### config.mk
export PLATFORM = sky130hd
export DESIGN_NAME = player_cmd_gen
export DESIGN_NICKNAME = d
export VERILOG_FILES = /design/src/rtl/player_cmd_gen.sv
export SDC_FILE = /design/constraint.sdc
export NUM_CORES = 1
export LEC_CHECK = 0
export ABC_AREA = 1
export CORE_ASPECT_RATIO = 1.1
export CORE_MARGIN = 1
export CORE_UTILIZATION = 30
export DETAILED_ROUTE_END_ITERATION = 12
export GPL_TIMING_DRIVEN = 0
export SYNTH_ARGS = -nofsm -noshare
export SYNTH_HDL_FRONTEND = slang
export SYNTH_SLANG_ARGS = --single-unit
### constraint.sdc
create_clock -name clk -period 9.6 [get_ports clk]
set_input_delay 1.92 -clock clk [delete_from_list [all_inputs] [get_ports clk]]
set_output_delay 1.92 -clock clk [all_outputs]
set_load 0.05 [all_outputs]
### src/rtl/player_cmd_gen.sv
// Per-player command front end: synchronizes and debounces raw button levels,
// resolves conflicts and emits frame-aligned movement pulses and action levels.
module player_cmd_gen #(
    parameter int DEB_CYCLES = 50000,
    parameter int DEB_W      = 16,
    parameter int JUMP_CD    = 16
) (
    input  logic       clk,
    input  logic       rst,
    input  logic       frame_tick,
    input  logic [4:0] btn_raw,
    output logic       right,
    output logic       left,
    output logic       jump,
    output logic       squat,
    output logic       defend
);

    localparam int              CD_W     = (JUMP_CD < 1) ? 1 : $clog2(JUMP_CD + 1);
    localparam logic [DEB_W-1:0] DEB_LAST = DEB_W'(DEB_CYCLES - 1);
    localparam logic [DEB_W-1:0] DEB_MAX  = '1;
    localparam logic [CD_W-1:0]  CD_LOAD  = CD_W'(JUMP_CD);

    typedef enum logic {
        ST_STABLE   = 1'b0,
        ST_CHANGING = 1'b1
    } deb_state_t;

    logic [4:0] sync1;
    logic [4:0] sync2;
    logic [4:0] db;

    // NOTE: sequential state uses non-blocking (<=) so every flop samples pre-edge values.
    always_ff @(posedge clk or posedge rst) begin
        if (rst) begin
            sync1 <= '0;
            sync2 <= '0;
        end else begin
            sync1 <= btn_raw;
            sync2 <= sync1;
        end
    end

    for (genvar i = 0; i < 5; i++) begin : g_deb
        deb_state_t       state;
        deb_state_t       state_n;
        logic [DEB_W-1:0] cnt;
        logic [DEB_W-1:0] cnt_n;
        logic             db_q;
        logic             db_n;

        always_ff @(posedge clk or posedge rst) begin
            if (rst) begin
                state <= ST_STABLE;
                cnt   <= '0;
                db_q  <= 1'b0;
            end else begin
                state <= state_n;
                cnt   <= cnt_n;
                db_q  <= db_n;
            end
        end

        // NOTE: every combinational output gets a default first, so no path can infer a latch.
        always_comb begin
            state_n = state;
            cnt_n   = cnt;
            db_n    = db_q;
            case (state)
                ST_STABLE: begin
                    if (sync2[i] != db_q) begin
                        if (cnt == DEB_LAST) begin
                            db_n = ~db_q;
                        end else begin
                            cnt_n   = cnt + 1'b1;
                            state_n = ST_CHANGING;
                        end
                    end
                end
                ST_CHANGING: begin
                    if (sync2[i] == db_q) begin
                        cnt_n   = '0;
                        state_n = ST_STABLE;
                    end else if (cnt == DEB_LAST) begin
                        db_n    = ~db_q;
                        cnt_n   = '0;
                        state_n = ST_STABLE;
                    end else if (cnt != DEB_MAX) begin
                        cnt_n = cnt + 1'b1;
                    end
                end
                default: begin
                    cnt_n   = '0;
                    state_n = ST_STABLE;
                end
            endcase
        end

        assign db[i] = db_q;
    end

    logic            db_jump_d;
    logic            jreq;
    logic            jreq_eff;
    logic            jump_fire;
    logic [CD_W-1:0] cd;

    // A press seen in the tick cycle itself is consumed by that tick.
    assign jreq_eff  = jreq | (db[2] & ~db_jump_d);
    assign jump_fire = frame_tick & jreq_eff & (cd == '0) & ~db[4];

    always_ff @(posedge clk or posedge rst) begin
        if (rst) begin
            db_jump_d <= 1'b0;
            jreq      <= 1'b0;
            cd        <= '0;
            right     <= 1'b0;
            left      <= 1'b0;
            jump      <= 1'b0;
            squat     <= 1'b0;
            defend    <= 1'b0;
        end else begin
            db_jump_d <= db[2];
            jreq      <= frame_tick ? 1'b0 : jreq_eff;

            if (jump_fire) begin
                cd <= CD_LOAD;
            end else if (frame_tick && (cd != '0)) begin
                cd <= cd - 1'b1;
            end

            if (frame_tick) begin
                defend <= db[4];
                squat  <= db[3] & ~db[4];
                right  <= db[0] & ~db[1] & ~db[3] & ~db[4];
                left   <= db[1] & ~db[0] & ~db[3] & ~db[4];
                jump   <= jump_fire;
            end else begin
                right <= 1'b0;
                left  <= 1'b0;
                jump  <= 1'b0;
            end
        end
    end

endmodule

==> run metrics, run 1 <==
number of routed nets with antenna violations=0; Initial Utilization=30.6%; hold violation count in the final report=0; Top delay family on crit path=buffers and inverters; fin area=0.00708 sq mm; # IOs=13; clk_skew=0.00703 ns; Achievable Freq=285 MHz; routing usage on met3=2.90%; Hold Path Class=reg -> reg; Synth Area per Inst=7.81 sq um; global-route wire length before repair=22000 um; H-tree depth=3; worst setup margin=6.09 ns; hold depth=0; TritonCTS buffer count=9; Yosys reg bits=112; Setup TNS=0 ns; drt first pass iters=4; Hold-fix buffers, CTS=0; WP data arrival=1.59 ns; setup bufs post-CTS=0; Post-DP Area=0.00677 sq mm; Worst-Skew Late Latency=0.36 ns; Max-slew headroom=66.6%; reported max-cap violation count=0; Fin Hold WS=0.359 ns; # port buffers=12; iteration-0 DRC count of the detailed router=198; clock slew at reported path FFs=0.08 ns; Via density=4.44; FP Rows=55; Layout Area Growth over Synthesis=12.4%; # nets final=844; number of flops mapped to enable cells by yosys=0; P per Cell Area=150 mW/mm^2; GRT overflow=0; Die W=140 um; RSZ-0062 raised after global routing=no; initial antenna violation count=0; maximum fanout along the worst path=2; Cells after Synth=806; wirelength, routed=12200 um; core area=0.0206 sq mm; worst path cell trace=clkdlybuf4s50_1; CTS root buffer=clkbuf_16; critical path depth in cells=1; warnings from Yosys=0; largest net degree at the start of global routing=96; Worst Tran Pin Value=0.500 ns; highest-delay cell along the critical path=clkdlybuf4s50_1; main flop type after synthesis=dfrtp_1; CTS tree=yes; Routed WL per cell=11.2 um; Max Buffers Root-to-Sink=2; share of cells above drive strength 1=9.58%; status=complete, no violations; DIE HEIGHT=154 um; CP Launch Type=register; DP HPWL=8620 um; minimum clock period=3.51 ns; Worst Path Buf+Inv=1; Net Count, Synth=820; sequential-to-total area share from yosys stat=44.5%; post-synthesis cell type count=44; # setup viols final=0; most used routing layer=met2; Final Util=34.4%; LEAKAGE=3.41 nW; Max stage delay on crit path=0.82 ns; vias in the first global route=4832; Max IR drop VDD=0.0969 mV; Async SR Flop Fraction=100%; Multi-input gate area=0.00306 sq mm; Num Clock Sinks=112; # fillers=2116; Crit Path Class=reg -> out; synthesized area=0.00630 sq mm; grt met1 use=15.8%; GPL Wtd Cong=0.869; die area=0.0216 sq mm; FF-to-FF path depth=10; GR Util All Layers=12.6%; Worst Path Required=7.68 ns; # resized after CTS=0; number of remaining DRC errors=0; Seq. cell area=0.00280 sq mm; met2 GRT Util=21.4%; ratio of final minimum period to clock period=36.5%; CP Capture Type=output pin; final max-slew violation count=0; ANT cells=0; total number of vias=4839; Setup Slack @ Placement=6.22 ns
==> layout by cell type (no fill, tap or decap), types with 14 or more instances in the layout <==
cell	instances
dfrtp_1	112
inv_1	81
xor2_1	38
xnor2_1	20
nand2_1	270
o21ai_0	21
nand3_1	63
nor3_1	14
nor2_1	79
==> synthesized netlist by cell type (2+ instances only) <==
master / n / share of area (%)
o21ai_0: 21 / 1.7
xor2_1: 38 / 5.3
or2_2: 2 / 0.20
nor3_1: 14 / 1.1
a21oi_1: 5 / 0.40
buf_2: 2 / 0.16
nand2_1: 270 / 16
inv_2: 7 / 0.42
dfrtp_1: 112 / 45
xor2_2: 3 / 0.78
buf_6: 7 / 1.3
nor2_4: 6 / 1.1
nand3_4: 2 / 0.56
nand2_4: 3 / 0.54
nor2_1: 79 / 4.7
nand2_2: 10 / 0.99
o21ai_1: 9 / 0.72
inv_1: 82 / 4.9
nand4_1: 12 / 1.2
nor3_2: 2 / 0.32
nand3_2: 3 / 0.48
nor2_2: 6 / 0.60
xnor2_1: 20 / 2.8
nand3_1: 63 / 5.0
ha_1: 6 / 1.2
mux2_2: 4 / 0.72
==> cell type report <==
cell class                      count  area share (%)
Timing Repair Buffer               13            2.09
Buffer                             10            1.31
Clock buffer                        9            3.18
Clock inverter                      7            1.20
Multi-Input combinational cell    593            43.2
Sequential cell                   112            39.6
Inverter                           91            4.93
Tap cell                          256            4.52
==> through the flow <==
stage	instances	power (mW)
floorplan	806	0.644
global placement	1074	0.672
detailed placement	1075	0.678
CTS	1091	1.09
global route	1091	1.13
finish	1091	1.06
==> flip-flops by register name, indices dropped and copies added, names as in the netlist <==
| signal | count |
|---|---|
| defend | 1 |
| squat | 1 |
| db_jump_d | 1 |
| g_deb.db_q | 5 |
| g_deb.state | 5 |
| left | 1 |
| right | 1 |
| jreq | 1 |
| sync2 | 5 |
| sync1 | 5 |
| jump | 1 |
| cd | 5 |
| g_deb.cnt | 80 |
==> worst reg2reg max path, stage by stage (launching register included) <==
cell and delay [ns]:
dfrtp_1 0.43, ha_1 0.28, nand3_4 0.14, nor2_2 0.07, nand2_4 0.13, nand2_4 0.08, nand2_2 0.09, clkinv_1 0.14
nor2_4 0.23, nand2_1 0.09, nand2_1 0.07
==> final timing paths <==
check | endpoint | from | slack, ns
max in group asynchronous | g_deb[1].cnt[4] | rst | 7.03
setup / recovery | defend | defend | 6.09
hold reg to reg | sync2[1] | sync1[1] | 0.36
setup reg to reg | g_deb[2].cnt[1] | g_deb[2].cnt[0] | 7.80
hold / removal | sync2[1] | sync1[1] | 0.36
min in group asynchronous | g_deb[0].cnt[9] | rst | 1.86
==> metal layers <==
metal  part of all wire [%]  vias up  wire length (um)
met5                      0        -                 0
met2                     47       26              5780
met4                    1.4        0               165
li1                       -     2563                 -
met3                    2.1        9               251
met1                     49     2241              6020
==> power by group <==
part	total [mW]	internal, mW	switching [mW]
combinational	0.127	0.0501	0.0766
clock	0.397	0.208	0.189
sequential	0.540	0.506	0.0335
==> kinds of logic (layout without fill, tap and decap cells) <==
family / Yosys count / in the layout / share of synthesized area (%)
multiplexers: 4 / 4 / 0.715
adder cells (fa/ha/maj): 6 / 6 / 1.19
XOR/XNOR: 61 / 61 / 8.84
AND/OR/NAND/NOR: 481 / 481 / 34.3
AO/OA/AOI/OAI: 41 / 41 / 3.52
buffers and inverters: 101 / 130 / 6.94
flip-flops: 112 / 112 / 44.5
(Power assumes the default switching activity.)
==> inputs of run 2 (changes only) <==
==> constraint.sdc (replaced) <==
create_clock -name clk -period 3.6 [get_ports clk]
set_input_delay 0.72 -clock clk [delete_from_list [all_inputs] [get_ports clk]]
set_output_delay 0.72 -clock clk [all_outputs]
set_load 0.05 [all_outputs]
==> run 2 against run 1 <==
Net effect: clock power is 140% higher; core utilization hardly changed; cell area hardly changed; worst hold slack worse by 0.012 ns; non-clock buffer count is 2 higher; sequential share of layout area hardly changed; count of clock-buffer cells in the layout stayed put; wire length is 0.11% higher; cell count hardly changed; critical path depth stayed put; critical endpoint is now squat.
==> run metrics, run 2 (synthesized netlist as in run 1, its figures left out) <==
core area=0.0206 sq mm (unchanged); GPL Wtd Cong=0.816 (-6.2%); Achievable Freq=438 MHz; die area=0.0216 sq mm (unchanged); CP Capture Type=output pin; status=complete, no violations; TritonCTS buffer count=9 (unchanged); total number of vias=4878 (+0.81%); largest net degree at the start of global routing=40 (-58%); clock slew at reported path FFs=0.08 ns (about the same); Routed WL per cell=11.2 um (about the same); Num Clock Sinks=112 (unchanged); clk_skew=0.00937 ns (+0.00234 ns); Hold Path Class=reg -> reg; Biggest register=g_deb.cnt; FF-to-FF Start=g_deb[2].cnt[0]; P per Cell Area=387 mW/mm^2 (+160%); commonest cells after routing, fill and taps aside=nand2_1, dfrtp_1, inv_1; Initial Utilization=30.6% (unchanged); global-route wire length before repair=22200 um (+0.82%); FF-to-FF path depth=10 (unchanged); Worst-Skew Late Latency=0.36 ns (about the same); # nets final=846 (+0.24%); iteration-0 DRC count of the detailed router=268 (+35%); vias in the first global route=4750 (-1.7%); # resized after CTS=0 (unchanged); highest-delay cell along the critical path=clkdlybuf4s50_1; drt first pass iters=5 (+1); initial antenna violation count=0 (unchanged); CP Capture Point=squat; hold violation count in the final report=0 (unchanged); Post-DP Area=0.00680 sq mm (+0.46%); Max stage delay on crit path=0.81 ns (about the same); Top delay family on crit path=buffers and inverters; RR Endpoint=g_deb[2].cnt[11]; H-tree depth=3 (unchanged); RSZ-0062 raised after global routing=no; # port buffers=12 (unchanged); ANT cells=0 (unchanged); setup bufs post-CTS=0 (unchanged); Layout Area Growth over Synthesis=12.4% (about the same); Worst Tran Pin Value=0.503 ns (+0.00268 ns); Crit Path Class=reg -> out; GR Util All Layers=12.7% (+0.053 points); Worst Path Required=2.88 ns (-4.80 ns); ratio of final minimum period to clock period=63.4%; fin area=0.00708 sq mm (about the same); reported max-cap violation count=0 (unchanged); maximum fanout along the worst path=2 (unchanged); launch point of the worst path=squat; DIE HEIGHT=154 um (unchanged); Final Util=34.4% (about the same); worst path cell trace=clkdlybuf4s50_1; Via density=4.47 (+0.71%); CP Launch Type=register; number of routed nets with antenna violations=0 (unchanged); Worst R2R Setup Slack=1.73 ns (-6.07 ns); WP data arrival=1.56 ns (-0.03 ns); wirelength, routed=12200 um (+0.11%); final max-slew violation count=0 (unchanged); minimum clock period=2.28 ns; CTS root buffer=clkbuf_16; Hold-fix buffers, CTS=0 (unchanged); DP HPWL=8950 um (+3.7%); Max Buffers Root-to-Sink=2 (unchanged); CTS tree=yes; share of cells above drive strength 1=9.69% (+0.11 points); GRT overflow=0 (unchanged); commonest non-fill, non-tap cell in the layout=nand2_1; Setup TNS=0 ns (unchanged); # IOs=13 (unchanged); FP Rows=55 (unchanged); Power Total=2.74 mW (+160%); Fin Hold WS=0.346 ns (-0.0122 ns); critical path depth in cells=1 (unchanged); Die W=140 um (unchanged); Max-slew headroom=66.4% (-0.18 points); Max IR drop VDD=0.229 mV (+140%); max FFs per register=80 (unchanged); LEAKAGE=3.41 nW (-0.14%); # setup viols final=0 (unchanged); number of remaining DRC errors=0 (unchanged); Worst Path Buf+Inv=1 (unchanged)
run 2: changes by cell type in the layout (fill, tap and decap cells not counted):
cell and change:
bufinv_16 -1, inv_6 -1, inv_8 -1, buf_16 -1, clkinvlp_4 +1, clkinv_4 +1, buf_12 +3
run 2: area by class of cell:
cell class | count | area [sq um]
clock inverter | 6 | 52.6
timing repair buffer | 15 | 180
inverter | 91 | 348
buffer | 10 | 92.6
fill | 2112 | 13500
tap | 256 | 320
sequential | 112 | 2800
multi-input combinational | 593 | 3060
clock buffer | 9 | 225
run 2: metal layers:
metal	wire length (um)	share of wire, %	GRT usage, %	vias up
li1	-	-	-	2563
met1	5870	48	15.7	2270
met2	5920	48	21.7	29
met3	282	2.3	3.36	16
met4	158	1.3	3.56	0
met5	0	0	0	-
run 2: power by group:
group	internal [mW]	switching [mW]
clock network	0.477	0.484
registers	1.35	0.0911
logic	0.136	0.204
run 2: how the worst min path moves through the flow:
stage	start	end	slack (ns)	cells after the start
detailed placement	sync1[2]	sync2[2]	0.33	0
CTS	sync1[2]	sync2[2]	0.35	0
global route	sync1[2]	sync2[2]	0.37	0
finish	sync1[2]	sync2[2]	0.35	0
global placement	sync1[2]	sync2[2]	0.34	0
floorplan	sync1[0]	sync2[0]	0.33	0
run 2: through the flow:
stage | worst slack [ns] | cells
finish | 1.32 | 1092
global route | 1.24 | 1092
CTS | 1.27 | 1092
detailed placement | 1.46 | 1077
global placement | 0.311 | 1074
floorplan | 1.52 | 806
